## src/rtl/pdh_cmd_pkg.sv

```systemverilog
`default_nettype none
// ============================================================================
//  Module      : pdh_cmd_pkg
//  Description : Shared types and defaults for the PDH command dispatcher:
//                FSM state encoding, default phase lengths, and a small
//                helper used to size the phase counter.
//  Revision    : 1.0 - initial release
// ============================================================================
package pdh_cmd_pkg;

    // Dispatcher phases: wait for host, clear the unit, run the unit, present result.
    typedef enum logic [1:0] {
        ST_IDLE  = 2'd0,
        ST_CLEAR = 2'd1,
        ST_ARM   = 2'd2,
        ST_RESP  = 2'd3
    } state_t;

    localparam int DEF_CLR_CYCLES    = 2;
    localparam int DEF_SETTLE_CYCLES = 5;

    function automatic int max_int(input int a, input int b);
        return (a > b) ? a : b;
    endfunction

endpackage : pdh_cmd_pkg
`default_nettype wire

```

## src/rtl/pdh_cmd_dispatch_if.sv

```systemverilog
`default_nettype none
// ============================================================================
//  Module      : pdh_cmd_dispatch_if
//  Description : Bundle of the host command/response handshake and the
//                functional-unit control/callback signals. Signal suffixes
//                are from the dispatcher's point of view.
//                slave  : dispatcher side
//                master : host + functional-unit side (bench / integrator)
//  Revision    : 1.0 - initial release
// ============================================================================
interface pdh_cmd_dispatch_if #(
    parameter int DATA_WIDTH     = 8,
    parameter int CALLBACK_WIDTH = 8
);
    logic                      cmd_valid_i;
    logic                      cmd_ready_o;
    logic [DATA_WIDTH-1:0]     cmd_data_i;
    logic                      en_o;
    logic                      clr_o;
    logic [DATA_WIDTH-1:0]     data_o;
    logic [CALLBACK_WIDTH-1:0] callback_i;
    logic                      rsp_valid_o;
    logic                      rsp_ready_i;
    logic [CALLBACK_WIDTH-1:0] rsp_data_o;
    logic                      rsp_err_o;

    modport slave (
        input  cmd_valid_i, cmd_data_i, callback_i, rsp_ready_i,
        output cmd_ready_o, en_o, clr_o, data_o, rsp_valid_o, rsp_data_o, rsp_err_o
    );

    modport master (
        output cmd_valid_i, cmd_data_i, callback_i, rsp_ready_i,
        input  cmd_ready_o, en_o, clr_o, data_o, rsp_valid_o, rsp_data_o, rsp_err_o
    );

endinterface : pdh_cmd_dispatch_if
`default_nettype wire

```

## src/rtl/pdh_cycle_timer.sv

```systemverilog
`default_nettype none
// ============================================================================
//  Module      : pdh_cycle_timer
//  Description : Loadable saturating down-counter. done_o is high during the
//                final cycle of a loaded interval (count == 1), so a load of
//                N yields exactly N cycles with done_o on the last one.
//  Ports       : clk, rst_n      - clock, synchronous active-low reset
//                load_i          - load load_val_i (takes priority)
//                load_val_i      - interval length in cycles (>= 1)
//                done_o          - last-cycle-of-interval pulse
//  Revision    : 1.0 - initial release
// ============================================================================
module pdh_cycle_timer #(
    parameter int CNT_W = 3
) (
    input  wire logic             clk,
    input  wire logic             rst_n,
    input  wire logic             load_i,
    input  wire logic [CNT_W-1:0] load_val_i,
    output logic                  done_o
);

    logic [CNT_W-1:0] count_q;

    always_ff @(posedge clk) begin
        if (!rst_n) begin
            count_q <= '0;
        end else if (load_i) begin
            count_q <= load_val_i;
        end else if (count_q != '0) begin
            // Saturate at zero so an idle timer never wraps into a false done.
            count_q <= count_q - 1'b1;
        end
    end

    assign done_o = (count_q == CNT_W'(1));

endmodule : pdh_cycle_timer
`default_nettype wire

```

## src/rtl/pdh_cmd_dispatch.sv

```systemverilog
`default_nettype none
// ============================================================================
//  Module      : pdh_cmd_dispatch
//  Description : Single-outstanding command dispatcher. Accepts a payload
//                from the host, pulses clr_o for CLR_CYCLES, holds en_o for
//                SETTLE_CYCLES, samples the unit's callback word on the last
//                enable cycle and presents it (with an echo-mismatch flag)
//                until the host takes it. All outputs are registered.
//  Ports       : clk, rst_n  - clock, synchronous active-low reset
//                bus (slave) - cmd_valid_i/cmd_ready_o/cmd_data_i host command,
//                              en_o/clr_o/data_o/callback_i functional unit,
//                              rsp_valid_o/rsp_ready_i/rsp_data_o/rsp_err_o
//                              host response
//  Revision    : 1.0 - initial release
// ============================================================================
module pdh_cmd_dispatch
    import pdh_cmd_pkg::*;
#(
    parameter int DATA_WIDTH     = 8,
    parameter int CALLBACK_WIDTH = 8,
    parameter int CLR_CYCLES     = DEF_CLR_CYCLES,
    parameter int SETTLE_CYCLES  = DEF_SETTLE_CYCLES,
    parameter int CHECK_ECHO     = 1
) (
    input  wire logic         clk,
    input  wire logic         rst_n,
    pdh_cmd_dispatch_if.slave bus
);

    localparam int CNT_W = $clog2(max_int(CLR_CYCLES, SETTLE_CYCLES) + 1);

    state_t                    state_q, state_d;
    logic [DATA_WIDTH-1:0]     data_q, data_d;
    logic [CALLBACK_WIDTH-1:0] rsp_data_q, rsp_data_d;
    logic                      rsp_err_q, rsp_err_d;
    logic                      cmd_ready_q, cmd_ready_d;
    logic                      clr_q, clr_d;
    logic                      en_q, en_d;
    logic                      rsp_valid_q, rsp_valid_d;

    logic                      tmr_load;
    logic [CNT_W-1:0]          tmr_load_val;
    logic                      tmr_done;
    logic [CALLBACK_WIDTH-1:0] cmp_payload;

    // Payload as seen by the echo compare: truncated or zero-extended.
    generate
        if (DATA_WIDTH >= CALLBACK_WIDTH) begin : g_cmp_trunc
            assign cmp_payload = data_q[CALLBACK_WIDTH-1:0];
        end else begin : g_cmp_zext
            assign cmp_payload = {{(CALLBACK_WIDTH-DATA_WIDTH){1'b0}}, data_q};
        end
    endgenerate

    pdh_cycle_timer #(
        .CNT_W (CNT_W)
    ) u_timer (
        .clk        (clk),
        .rst_n      (rst_n),
        .load_i     (tmr_load),
        .load_val_i (tmr_load_val),
        .done_o     (tmr_done)
    );

    always_ff @(posedge clk) begin
        if (!rst_n) begin
            state_q     <= ST_IDLE;
            data_q      <= '0;
            rsp_data_q  <= '0;
            rsp_err_q   <= 1'b0;
            cmd_ready_q <= 1'b1;
            clr_q       <= 1'b0;
            en_q        <= 1'b0;
            rsp_valid_q <= 1'b0;
        end else begin
            state_q     <= state_d;
            data_q      <= data_d;
            rsp_data_q  <= rsp_data_d;
            rsp_err_q   <= rsp_err_d;
            cmd_ready_q <= cmd_ready_d;
            clr_q       <= clr_d;
            en_q        <= en_d;
            rsp_valid_q <= rsp_valid_d;
        end
    end

    always_comb begin
        state_d      = state_q;
        data_d       = data_q;
        rsp_data_d   = rsp_data_q;
        rsp_err_d    = rsp_err_q;
        tmr_load     = 1'b0;
        tmr_load_val = '0;

        unique case (state_q)
            ST_IDLE: begin
                if (bus.cmd_valid_i) begin
                    data_d       = bus.cmd_data_i;
                    state_d      = ST_CLEAR;
                    tmr_load     = 1'b1;
                    tmr_load_val = CNT_W'(CLR_CYCLES);
                end
            end
            ST_CLEAR: begin
                if (tmr_done) begin
                    state_d      = ST_ARM;
                    tmr_load     = 1'b1;
                    tmr_load_val = CNT_W'(SETTLE_CYCLES);
                end
            end
            ST_ARM: begin
                if (tmr_done) begin
                    state_d    = ST_RESP;
                    rsp_data_d = bus.callback_i;
                    rsp_err_d  = (CHECK_ECHO != 0) && (bus.callback_i != cmp_payload);
                end
            end
            ST_RESP: begin
                if (bus.rsp_ready_i) begin
                    state_d = ST_IDLE;
                end
            end
            default: state_d = ST_IDLE;
        endcase

        // Outputs are decoded from the next state so they register in
        // lock-step with the state: en_o rises on the same edge clr_o falls.
        cmd_ready_d = (state_d == ST_IDLE);
        clr_d       = (state_d == ST_CLEAR);
        en_d        = (state_d == ST_ARM);
        rsp_valid_d = (state_d == ST_RESP);
    end

    assign bus.cmd_ready_o = cmd_ready_q;
    assign bus.clr_o       = clr_q;
    assign bus.en_o        = en_q;
    assign bus.data_o      = data_q;
    assign bus.rsp_valid_o = rsp_valid_q;
    assign bus.rsp_data_o  = rsp_data_q;
    assign bus.rsp_err_o   = rsp_err_q;

endmodule : pdh_cmd_dispatch
`default_nettype wire
```

## src/flat_wrapper.sv

```systemverilog
// flat-port wrapper written by rule: the top's interface ports become plain ports
module pdh_cmd_dispatch_flat import pdh_cmd_pkg::*;
#(
    parameter int DATA_WIDTH     = 8,
    parameter int CALLBACK_WIDTH = 8,
    parameter int CLR_CYCLES     = DEF_CLR_CYCLES,
    parameter int SETTLE_CYCLES  = DEF_SETTLE_CYCLES,
    parameter int CHECK_ECHO     = 1
)
  (clk, rst_n, bus_cmd_valid_i, bus_cmd_data_i, bus_callback_i, bus_rsp_ready_i, bus_cmd_ready_o, bus_en_o, bus_clr_o, bus_data_o, bus_rsp_valid_o, bus_rsp_data_o, bus_rsp_err_o);
  pdh_cmd_dispatch_if #(.DATA_WIDTH(DATA_WIDTH), .CALLBACK_WIDTH(CALLBACK_WIDTH)) bus_i ();
  input  wire logic clk;
  input  wire logic rst_n;
  input wire logic [$bits(bus_i.cmd_valid_i)-1:0] bus_cmd_valid_i;
  input wire logic [$bits(bus_i.cmd_data_i)-1:0] bus_cmd_data_i;
  input wire logic [$bits(bus_i.callback_i)-1:0] bus_callback_i;
  input wire logic [$bits(bus_i.rsp_ready_i)-1:0] bus_rsp_ready_i;
  output wire logic [$bits(bus_i.cmd_ready_o)-1:0] bus_cmd_ready_o;
  output wire logic [$bits(bus_i.en_o)-1:0] bus_en_o;
  output wire logic [$bits(bus_i.clr_o)-1:0] bus_clr_o;
  output wire logic [$bits(bus_i.data_o)-1:0] bus_data_o;
  output wire logic [$bits(bus_i.rsp_valid_o)-1:0] bus_rsp_valid_o;
  output wire logic [$bits(bus_i.rsp_data_o)-1:0] bus_rsp_data_o;
  output wire logic [$bits(bus_i.rsp_err_o)-1:0] bus_rsp_err_o;
  assign bus_i.cmd_valid_i = bus_cmd_valid_i;
  assign bus_i.cmd_data_i = bus_cmd_data_i;
  assign bus_i.callback_i = bus_callback_i;
  assign bus_i.rsp_ready_i = bus_rsp_ready_i;
  assign bus_cmd_ready_o = bus_i.cmd_ready_o;
  assign bus_en_o = bus_i.en_o;
  assign bus_clr_o = bus_i.clr_o;
  assign bus_data_o = bus_i.data_o;
  assign bus_rsp_valid_o = bus_i.rsp_valid_o;
  assign bus_rsp_data_o = bus_i.rsp_data_o;
  assign bus_rsp_err_o = bus_i.rsp_err_o;
  pdh_cmd_dispatch #(.DATA_WIDTH(DATA_WIDTH), .CALLBACK_WIDTH(CALLBACK_WIDTH), .CLR_CYCLES(CLR_CYCLES), .SETTLE_CYCLES(SETTLE_CYCLES), .CHECK_ECHO(CHECK_ECHO)) u_core (.clk(clk), .rst_n(rst_n), .bus(bus_i));
endmodule
```

## config.mk

```make
export PLATFORM = sky130hd
export DESIGN_NAME = pdh_cmd_dispatch_flat
export DESIGN_NICKNAME = d
export VERILOG_FILES = /design/src/rtl/pdh_cmd_pkg.sv /design/src/rtl/pdh_cmd_dispatch_if.sv /design/src/rtl/pdh_cycle_timer.sv /design/src/rtl/pdh_cmd_dispatch.sv /design/src/flat_wrapper.sv
export SDC_FILE = /design/constraint.sdc
export NUM_CORES = 1
export LEC_CHECK = 0
export ABC_AREA = 1
export CORE_ASPECT_RATIO = 1.4
export CORE_MARGIN = 4
export CORE_UTILIZATION = 35
export CTS_BUF_LIST = sky130_fd_sc_hd__clkbuf_4 sky130_fd_sc_hd__clkbuf_8 sky130_fd_sc_hd__clkbuf_16
export CTS_CLUSTER_SIZE = 25
export DETAILED_ROUTE_END_ITERATION = 10
export PLACE_DENSITY_LB_ADDON = 0.1
export SKIP_CTS_REPAIR_TIMING = 1
export SLEW_MARGIN = 20
export SYNTH_ARGS = -nofsm -noshare
export SYNTH_HDL_FRONTEND = slang
export SYNTH_SLANG_ARGS = --single-unit
```

## constraint.sdc

```tcl
create_clock -name clk -period 1.7 [get_ports clk]
set_clock_uncertainty 0.2 [all_clocks]
set_input_delay 0.51 -clock clk [delete_from_list [all_inputs] [get_ports clk]]
set_output_delay 0.51 -clock clk [all_outputs]
set_load 0.005 [all_outputs]
```

==> metrics <==
Worst-path clk slew approximately 80 ps; WP data arrival 1510 ps; CP Capture Point u_core.u_timer.count_q[2]; Avg Cell Area, Syn just under 8 µm²; CTS H-tree depth 1; PortBufs 40; PnR worst setup slack ~140 ps; Clock Latency Late Sink 260 ps; Synth Area in Compound Gates between 10% and 20%; clock root buffer master clkbuf_8; leak pwr roughly 1.1 nW; Util after Layout between 50 and 60%; Synthesis Warnings 0; mux contribution to synthesized area 0%; Critical Path Fanout Max 16; Die Ht 77.1 µm; ant diodes 0; biggest area consumer among synthesized cells dfxtp_1; Startpoint Class primary input; final cell count without fillers 245; GRT Total Usage about an eighth; Most Crowded Layer GR met2; Initial DRT Pass Iterations 4; largest net degree at the start of global routing 24; met2 Track Usage GR between 20% and 30%; share of cells above drive strength 1 24.8%; number of cells on the worst reg-to-reg path 10; Avg WL per Cell 11.4 µm; Avg Vias per Cell around 4.5; Detailed Route WL 2790 µm; critical setup path kind primary input to flop; crit share post-route 91.6%; RD Place Congestion between 0.7 and 0.8; I/O pin count between 40 and 50; TritonCTS Buffers 3; Hold WC Path Type flop to flop; Max Cap Viol 0; largest family of logic cells by synthesized area simple AND/OR/NAND/NOR gates; Pwr Total ~1.8 mW; Synth area leaders dfxtp_1, nand2_1, nor2_1; CP Data Required Time 1650 ps; nature of the critical path endpoint flop; final hold violation count 0; Initial Util a little under two fifths; setup_tns 0 ps; Hold Slack 275 ps; fin nets between 200 and 250; die area between 4000 and 5000 µm²; Non-Filler Cell Area, Final 1830 µm²; r2r setup slk 210 ps; Rows 24; Slew HR between 80% and 90%; most frequent cells in the layout nor2_1, nand2_1, dlymetal6s2s_1; Mapped Area 1190 µm²; global-route wire length before repair ~4400 µm; via count of the first global-routing pass between 1000 and 1500; Place WS -147 ps; reg2reg start u_core.u_timer.count_q[1]; register area share after synthesis between 40% and 50%; clock sinks 26; GR Overflow Total 0; # DRC 0; Final HPWL DP 2130 µm; Synth Register Bits 26; CTS tree done; status finished clean; R2R Path End u_core.bus.clr_o; fillcell total ~320; Die X ~57 µm; power density over the cells around 960 nW/µm²; drt initial violations 11; via count ~1100; Area Growth Syn to Fin 53.3%; top cell type's share of synthesized area ~44%; clock period minus worst slack ~1600 ps; Final ANT Viol Nets 0; cell count after synthesis ~150; Max Root-Sink Buffers 2; VDD IR-drop max a little under 0.0008 V; initial antenna violation count 0; post-synth net total between 150 and 200; max-slew violation count 0; Core ar. between 3000 and 4000 µm²; Max Fclk 642 MHz; Final setup viols 0; pin slew with the least headroom to its limit 255 ps; met1 Use GR 12.8%; fraction of the mapped netlist area in simple logic gates around 22%; multi-input logic area about 540 µm²; synth unique cells 25; Worst Setup SP bus_cmd_valid_i; Synth Area in XOR/XNOR just under 3%; Post-Synth Adder-Cell Area 3.15%; placed cell area about 1700 µm²; Sequential cell area roughly 540 µm²; unrepaired setup endpoints after global routing false; GR Util met3 under 10%; # placed instances 239
worst min path at each step:
stage | slack [ps] | depth (start not counted) | start | to
3_5_place_dp | 280 | 2 | u_core.bus.rsp_data_o[3] | u_core.bus.rsp_data_o[3]
6_report | 280 | 2 | u_core.bus.data_o[0] | u_core.bus.data_o[0]
5_1_grt | 310 | 2 | u_core.bus.data_o[0] | u_core.bus.data_o[0]
2_1_floorplan | 260 | 2 | u_core.u_timer.count_q[1] | u_core.u_timer.count_q[1]
3_3_place_gp | 270 | 2 | u_core.bus.rsp_data_o[3] | u_core.bus.rsp_data_o[3]
4_1_cts | 290 | 2 | u_core.bus.data_o[0] | u_core.bus.data_o[0]
area by class of cell:
class / instances / area share (%)
timing repair buffer: 53 / 30.8
multi-input combinational: 100 / 29.7
sequential: 26 / 29.5
inverter: 24 / 5.07
tap: 39 / 2.67
clock buffer: 3 / 2.26
worst max-delay path, stage by stage:
cell             delay (ps)
clkdlybuf4s50_1         510
nand3_4                 180
inv_2                   150
nor2_1                   50
nand2_1                  60
a21oi_1                  50
metal layers:
layer | share of wire (%) | wire length [µm]
met1 | 39 | 1080
met2 | 56 | 1550
met3 | 4.6 | 128
met4 | 1.0 | 28
met5 | 0 | 0
cell usage after synthesis (all sizes together):
master  number
xnor2        3
o211ai       1
nand3        5
dfxtp       26
ha           3
inv         24
nor2        26
a21oi       14
nand2       26
buf          3
xor2         1
o21ai       21
clkbuf       1
power breakdown:
group          internal, mW  leakage [nW]  switching [mW]
clock network         0.158        0.0216           0.174
registers             0.707         0.219          0.0629
logic                 0.310         0.908           0.338
flip-flops by register name, summed over array words and instances, names as in the netlist:
signal	cells
u_core.u_timer.count_q	3
u_core.bus.rsp_valid_o	1
u_core.bus.rsp_data_o	8
u_core.state_q	2
u_core.bus.data_o	8
u_core.bus.rsp_err_o	1
u_core.bus.en_o	1
u_core.bus.cmd_ready_o	1
u_core.bus.clr_o	1
kinds of logic after synthesis:
family / Yosys count
adders and majority gates: 3
buffers and inverters: 28
AOI/OAI and AO/OA: 36
and+or+nand+nor: 57
xor gates and xnor gates: 4
DFF: 26
(Power assumes the default switching activity.)
